$ cat src/rtl/pattern_detector.sv
// Masked 48-bit pattern / inverted-pattern detector on the pre-register ALU result,
// with registered flags, one-cycle history, overflow/underflow and a 99-bit config chain.
module pattern_detector #(
  parameter bit input_freezed = 1'b0
) (
  input  logic        clk,
  input  logic        RSTN,
  input  logic        CEP,
  input  logic        PREG,
  input  logic [47:0] inter_P,
  input  logic [47:0] C,
  output logic        PATDET_RAW,
  output logic        PATBDET_RAW,
  output logic        PATTERNDETECT,
  output logic        PATTERNBDETECT,
  output logic        PATTERNDETECTPAST,
  output logic        PATTERNBDETECTPAST,
  output logic        OVERFLOW,
  output logic        UNDERFLOW,
  input  logic        configuration_input,
  input  logic        configuration_enable,
  output logic        configuration_output
);

  logic        r_use;
  logic        r_sel_pat;
  logic        r_sel_msk;
  logic [47:0] r_pattern;
  logic [47:0] r_mask;

  logic [47:0] w_pat;
  logic [47:0] w_msk;
  logic        w_mode;

  logic        r_pd;
  logic        r_pbd;
  logic        r_pd_past;
  logic        r_pbd_past;

  // Config chain order: input -> USE -> SEL_PATTERN -> SEL_MASK -> PATTERN -> MASK -> output.
  // Not reset and not gated by CEP.
  always_ff @(posedge clk) begin
    if (configuration_enable) begin
      r_use     <= configuration_input;
      r_sel_pat <= r_use;
      r_sel_msk <= r_sel_pat;
      r_pattern <= {r_pattern[46:0], r_sel_msk};
      r_mask    <= {r_mask[46:0], r_pattern[47]};
    end
  end

  assign configuration_output = r_mask[47];

  always_comb begin
    w_pat = r_sel_pat ? C : r_pattern;
    w_msk = r_sel_msk ? C : r_mask;
  end

  // Mask bit 1 = don't care for both the direct and inverted comparison.
  assign PATDET_RAW  = r_use & (&((inter_P ~^ w_pat) | w_msk));
  assign PATBDET_RAW = r_use & (&((inter_P ^  w_pat) | w_msk));

  assign w_mode = input_freezed | PREG;

  assign PATTERNDETECT  = w_mode ? r_pd  : PATDET_RAW;
  assign PATTERNBDETECT = w_mode ? r_pbd : PATBDET_RAW;

  // History captures the selected (mode-dependent) flags, not the raw ones.
  always_ff @(posedge clk) begin
    if (!RSTN) begin
      r_pd       <= 1'b0;
      r_pbd      <= 1'b0;
      r_pd_past  <= 1'b0;
      r_pbd_past <= 1'b0;
    end else if (CEP) begin
      r_pd       <= PATDET_RAW;
      r_pbd      <= PATBDET_RAW;
      r_pd_past  <= PATTERNDETECT;
      r_pbd_past <= PATTERNBDETECT;
    end
  end

  assign PATTERNDETECTPAST  = r_pd_past;
  assign PATTERNBDETECTPAST = r_pbd_past;

  assign OVERFLOW  = r_pd_past  & ~PATTERNDETECT & ~PATTERNBDETECT;
  assign UNDERFLOW = r_pbd_past & ~PATTERNDETECT & ~PATTERNBDETECT;

endmodule

$ cat config.mk
export PLATFORM = sky130hd
export DESIGN_NAME = pattern_detector
export DESIGN_NICKNAME = d
export VERILOG_FILES = /design/src/rtl/pattern_detector.sv
export SDC_FILE = /design/constraint.sdc
export NUM_CORES = 1
export LEC_CHECK = 0
export CAP_MARGIN = 20
export CELL_PAD_IN_SITES_DETAIL_PLACEMENT = 1
export CELL_PAD_IN_SITES_GLOBAL_PLACEMENT = 2
export CORE_UTILIZATION = 32
export CTS_CLUSTER_DIAMETER = 40
export CTS_CLUSTER_SIZE = 30
export DETAILED_ROUTE_END_ITERATION = 7
export PLACE_DENSITY_LB_ADDON = 0.1
export REMOVE_ABC_BUFFERS = 1
export SYNTH_ARGS = -nofsm -noshare
export SYNTH_HDL_FRONTEND = slang
export SYNTH_SLANG_ARGS = --single-unit
$ cat constraint.sdc
create_clock -name clk -period 2.5 [get_ports clk]
set_input_delay 0.5 -clock clk [delete_from_list [all_inputs] [get_ports clk]]
set_output_delay 0.5 -clock clk [all_outputs]
set_load 0.01 [all_outputs]
==> results of run 1 <==
-- final timing paths --
check | from | to | slack (ns) | depth (start not counted)
setup / recovery | r_sel_pat | PATTERNDETECT | -1.04 | 10
hold / removal | r_pattern[3] | r_pattern[4] | 0.45 | 0
setup reg to reg | r_sel_pat | PATTERNDETECTPAST | -0.19 | 10
hold reg to reg | r_pattern[3] | r_pattern[4] | 0.45 | 0
-- worst max-delay path, cell delays in order, from the launching register on --
cell and delay (ns):
edfxtp_1 0.42, buf_4 0.16, buf_12 0.16, mux2i_4 0.20, xnor2_2 0.16, a22o_1 0.28, nor4_4 0.35, buf_4 0.18
nand2_2 0.08, o41ai_4 0.44, buf_2 0.22
-- state kept, by name, summed over array words and instances, names as in the netlist --
name,cells
r_mask,48
r_pattern,48
PATTERNBDETECTPAST,1
PATTERNDETECTPAST,1
r_pbd,1
r_pd,1
r_sel_msk,1
r_sel_pat,1
r_use,1
-- stage by stage --
step / TNS [ns] / cells / area (µm²)
after floorplan: -14.33 / 394 / 5600
after global placement: -8.88 / 896 / 8290
after detailed placement: -9.30 / 896 / 8290
after CTS: -6.11 / 924 / 8860
after global routing: -7.64 / 928 / 9040
final: -6.35 / 928 / 9040
-- final cells by class --
| type | count | area [µm²] |
|---|---|---|
| clock buffer | 11 | 233 |
| clock inverter | 5 | 58.8 |
| fill | 1765 | 8320 |
| inverter | 10 | 37.5 |
| multi-input combinational | 281 | 2820 |
| sequential | 103 | 3050 |
| tap | 225 | 282 |
| timing repair buffer | 293 | 2550 |
-- cells by family (layout without fill, tap and decap cells) --
group,Yosys count,in the layout,synth area share [%]
AOI/OAI and AO/OA,63,63,8.73
xor gates and xnor gates,78,78,12.0
buffers and inverters,23,319,2.50
DFF,103,103,53.5
muxes,96,96,18.1
and+or+nand+nor,44,44,5.14
-- per-layer routing --
| layer | up-vias | wire length [µm] | part of all wire (%) | GRT usage (%) |
|---|---|---|---|---|
| li1 | 2152 | - | - | - |
| met1 | 2274 | 8510 | 44 | 27.8 |
| met2 | 93 | 9790 | 51 | 38.0 |
| met3 | 20 | 675 | 3.5 | 3.25 |
| met4 | 0 | 346 | 1.8 | 7.24 |
| met5 | - | 0 | 0 | 0 |
-- Yosys cell counts (all sizes together) (2+ instances only) --
cell and number:
nor3 4, nor2b 4, a22oi 18, nand2b 10
o22ai 10, dfxtp 4, nor4 7, o21ai 5
nand2 5, edfxtp 99, xnor2 30, a211oi 2
a21oi 2, inv 10, a22o 12, buf 13
xor2 48, mux2i 81, mux2 15, nand4 6
nand3 4, o21ba 2
-- power by group --
part / leakage (nW) / total [mW] / switching (mW) / internal [mW]
Clock: 0.136 / 1.44 / 0.666 / 0.778
Combinational: 2.50 / 1.28 / 0.567 / 0.712
Sequential: 1.00 / 2.07 / 0.0650 / 2.00
-- repair_timing --
item / in CTS / in global routing
endpoints found under the setup margin: 10 / 10
resized for setup: 56 / 25
endpoints found under the hold margin: 0 / 0
hold buffers: 0 / 0
gates cloned: 1 / 0
pin swaps: 17 / 12
buffers inserted: 11 / 4
==> summary.txt, run 1 <==
Floorplanning
  • Initial core utilization: 32.9%
  • Die area: around 18000 µm²
  • Std cell rows: 48
  • Die Span Y: 135 µm
  • I/O Pins: 111
  • Die width: between 100 and 150 µm
  • Core Area: 17400 µm²

Place
  • RePlAce Congestion: 0.834
  • Detailed placement HPWL: 14.5 mm
  • PortBufs: between 100 and 150
  • Dpl ws: -1.40 ns

Global route
  • Largest net degree at the start of global routing: 100
  • GRT Util Overall: between 20 and 25%
  • Total congestion overflow: 0
  • Initial antenna violation count: 0
  • First-pass GRT wire length: between 20 and 30 mm
  • Number of global-route vias before repair: 4886

Synth
  • Number of synthesized flops with an enable pin: 99
  • Yosys reg bits: 103
  • Top cell type's share of synthesized area: 52.1%
  • Distinct cells, synth: 45
  • Post-synth top area cell: edfxtp_1
  • Fraction of registers with async set/reset: 0%
  • Cell Area, Synth: 5700 µm²
  • Avg Cell Area, Syn: 14.0 µm²
  • Ys Warns: 0
  • Prevailing post-synth register cell: edfxtp_1
  • Post-Syn Instances: 407
  • Synth area leaders: edfxtp_1 (52%), mux2i_1 (12%), xor2_1 (7.4%)
  • Sequential share of the synthesized area: 53.5%

STA
  • Final Hold Fails: 0
  • Clock period minus worst slack: 3.54 ns
  • # setup viols final: 10
  • Clock skew: around 0.013 ns
  • Slew Limit Fails: 0
  • Crit share post-route: 141%
  • Worst setup slack after layout: -1.04 ns
  • Hold Slack: between 0.4 and 0.5 ns
  • Worst Tran Pin Value: 0.620 ns
  • Slew HR: 58.7%
  • RSZ-0062 raised after global routing: true
  • FMAX: 283 MHz

Run
  • # Max-Cap Violations: 0

Power
  • Leak Pwr: 3.64 nW
  • Worst vdd ir: roughly 0.29 mV
  • Power Dens Cells: 530 nW/µm²
  • Tot Pwr: ~4.8 mW

Worst setup path
  • Crit end category: output port
  • Crit Path Max Fanout: 13
  • CP Class: register to output port
  • WP data arrival: 3.04 ns
  • Startpoint types: register
  • Worst path required time: around 2.0 ns

Outcome
  • Status: finished, violations left
  • Failing checks: setup timing

CTS
  • CTS Sinks: roughly 100
  • Clock latency at the later pin of the worst-skew pair: 0.36 ns
  • CTS tree: yes
  • Longest Clk Path Bufs: 2
  • H-tree Lvls: 3
  • CTS root buf: clkbuf_16
  • CTS buffer count: 9
  • Clock Pin Slew Worst Setup and Hold Paths: 0.07 ns

Finish
  • Layout area overhead: 58.5%
  • Most frequent cells in the layout: buf_4 (174), clkdlybuf4s50_1 (103), edfxtp_1 (99), mux2i_1 (53), xor2_1 (44)
  • Layout cells sized above 1: 38.7%
  • Final net count: 800
  • Layout Utilization: approximately 52%
  • Commonest non-fill, non-tap cell in the layout: buf_4
  • Number of diodes: 0

Route
  • DRC viols: 0
  • Antenna violation net count after detailed routing: 0
  • DR vias: approximately 4500
  • 1st-iter DRT viols: 278
  • Vias per inst: just under 5
  • Drt wl/cell: 20.8 µm
  • First-pass DRT Iterations: 4
  • Final wirelength: 19.3 mm

Min path
  • Worst hold path type: register to register
Power figures use the tool's default switching activity.
==> run 2: changes to the inputs <==
--- a/config.mk
+++ b/config.mk
@@ -5,9 +5,9 @@
 export SDC_FILE = /design/constraint.sdc
 export NUM_CORES = 1
 export LEC_CHECK = 0
-export CAP_MARGIN = 20
 export CELL_PAD_IN_SITES_DETAIL_PLACEMENT = 1
 export CELL_PAD_IN_SITES_GLOBAL_PLACEMENT = 2
+export CORE_MARGIN = 2
 export CORE_UTILIZATION = 32
 export CTS_CLUSTER_DIAMETER = 40
 export CTS_CLUSTER_SIZE = 30
==> run 2 against run 1 <==
Effect of this change:
- the flow still finishes with violations (setup timing)
- combinational power hardly changed
- sequential share of layout area is 0.36 points lower
- critical endpoint is now OVERFLOW
- highest routed layer unchanged
- critical path depth is 2 higher
- fmax is 1.0% higher
==> summary.txt, run 2 (same netlist as run 1, synthesis figures left out) <==
Min path
  • Hold Path Origin: r_mask[39]
  • Worst hold path type: register to register
  • WHS Path Cells: 0
  • Hold Path End: r_mask[40]

Global route
  • Largest net degree at the start of global routing: 60
  • Number of global-route vias before repair: 5095
  • GRT Util Overall: ~22%
  • First-pass GRT wire length: 29.6 mm
  • Initial antenna violation count: 1
  • Total congestion overflow: 0

STA
  • Worst Tran Pin Value: 0.462 ns
  • Crit share post-route: 140%
  • RSZ-0062 raised after global routing: true
  • Final Hold Fails: 0
  • Slew HR: 68.8%
  • FMAX: 286 MHz
  • # setup viols final: 10
  • Clock skew: 0.00677 ns
  • Worst setup slack after layout: -0.999 ns
  • Slew Limit Fails: 0
  • Clock period minus worst slack: 3.50 ns

Place
  • Detailed placement HPWL: 15.3 mm
  • Placed instance area: ~8300 µm²
  • RePlAce Congestion: 0.836
  • PortBufs: 110

Power
  • P_sw: roughly 1.3 mW
  • Clock share of power: 28.6%
  • Int Power: 3.40 mW
  • Comb power frac: 27.7%
  • Net Sw Frac: 28.1%
  • Leak Pwr: 3.72 nW
  • Power Dens Cells: 517 nW/µm²
  • Worst vdd ir: 0.325 mV
  • Tot Pwr: between 4 and 5 mW
  • Sequential power share: 43.7%

Worst setup path
  • CP Class: register to output port
  • Reg2Reg Depth: 13
  • R2r setup slk: -0.29 ns
  • Crit Path Max Fanout: 12
  • Worst path required time: 2.00 ns
  • Crit end category: output port
  • WP data arrival: 3.00 ns
  • Startpoint types: register
  • Worst R2R End: PATTERNBDETECTPAST
  • R2r startpoint: r_sel_pat

Route
  • Wl on met1: 8.57 mm
  • Vias per inst: a little under 5
  • Met3 wire length: 924 µm
  • DRC viols: 0
  • DR vias: between 4000 and 5000
  • First-pass DRT Iterations: 4
  • Met2 routed WL: 10.2 mm
  • Final wirelength: 20.1 mm
  • Antenna violation net count after detailed routing: 0
  • Highest metal used: met4
  • 1st-iter DRT viols: between 200 and 300
  • Drt wl/cell: 21.6 µm

Finish
  • Layout Utilization: 52.6%
  • Post-route cell area: 9130 µm²
  • Layout cells sized above 1: 39.4%
  • Largest registers: r_mask (48), r_pattern (48)
  • Number of diodes: 0
  • Most frequent cells in the layout: buf_4 (169), clkdlybuf4s50_1 (103), edfxtp_1 (99), mux2i_1 (56), xor2_1 (45)
  • Layout area overhead: 60.2%
  • Commonest non-fill, non-tap cell in the layout: buf_4
  • # fillers: 1759
  • Final net count: between 800 and 900

Run
  • # Max-Cap Violations: 0

Floorplanning
  • I/O Pins: 111
  • Die width: around 140 µm
  • Die area: approximately 19000 µm²
  • Std cell rows: 48
  • Initial core utilization: roughly a third
  • Core Area: between 15000 and 20000 µm²
  • Die Span Y: 137 µm

CTS
  • H-tree Lvls: 3
  • Clock Pin Slew Worst Setup and Hold Paths: 0.07 ns
  • CTS buffer count: 9
  • Longest Clk Path Bufs: 2
  • CTS Sinks: 103
  • CTS root buf: clkbuf_16
  • CTS tree: yes
  • Clock latency at the later pin of the worst-skew pair: 0.36 ns

Outcome
  • Failing checks: setup timing
  • Status: finished, violations left
## run 2: per-layer routing
layer	track usage, %	up-vias
li1	-	2155
met1	28.1	2301
met2	38.3	105
met3	2.87	23
met4	7.79	0
met5	0	-
## run 2: how the worst max path moves through the flow
stage               from       endpoint  slack [ns]  cells past startpoint
2_1_floorplan  r_sel_pat       OVERFLOW       -1.80                      7
3_3_place_gp       C[24]  PATTERNDETECT       -1.18                      9
3_5_place_dp       C[26]  PATTERNDETECT       -1.31                      8
4_1_cts        r_sel_pat       OVERFLOW       -1.04                     10
5_1_grt        r_sel_pat       OVERFLOW       -1.16                     10
6_report       r_sel_pat       OVERFLOW        -1.0                     12
## run 2: power groups by stage
stage	Sequential [mW]	Clock [mW]	Combinational [mW]
floorplan	2.11	0	0.433
global placement	2.09	0	1.14
detailed placement	2.10	0	1.16
CTS	2.06	1.38	1.25
global route	2.08	1.44	1.40
finish	2.07	1.35	1.31
## run 2: worst max-delay path: stages, from the launching register on
cell	delay (ns)
edfxtp_1	0.40
buf_6	0.15
buf_12	0.18
mux2i_2	0.27
buf_4	0.14
xor2_1	0.07
a22oi_2	0.26
nand4_1	0.18
nor4_2	0.32
buf_4	0.18
a41o_1	0.25
nor3_1	0.07
buf_2	0.16
## run 2: what timing repair did
item	CTS	global route
endpoints found under the setup margin	10	10
gates resized for setup	61	34
pin swaps	20	20
hold buffers	0	0
endpoints found under the hold margin	0	0
buffers inserted	11	2
gates cloned	2	1
## run 2: area by class of cell
cell class                 count  area, µm²  area share (%)
timing repair buffer         295       2650            29.0
clock inverter                 7       48.8           0.534
sequential                   103       3050            33.4
multi-input combinational    281       2840            31.0
clock buffer                   9        225            2.47
inverter                      10       37.5           0.411
tap                          225        282            3.08
## run 2: per-stage QoR
step / worst slack (ns) / std cells / hold WS, ns / setup TNS (ns)
finish: -0.999 / 930 / 0.451 / -6.45
CTS: -1.04 / 927 / 0.453 / -6.40
global placement: -1.18 / 898 / 0.426 / -7.55
global route: -1.16 / 930 / 0.455 / -7.87
detailed placement: -1.31 / 898 / 0.436 / -8.78
floorplan: -1.80 / 394 / 0.418 / -14.33
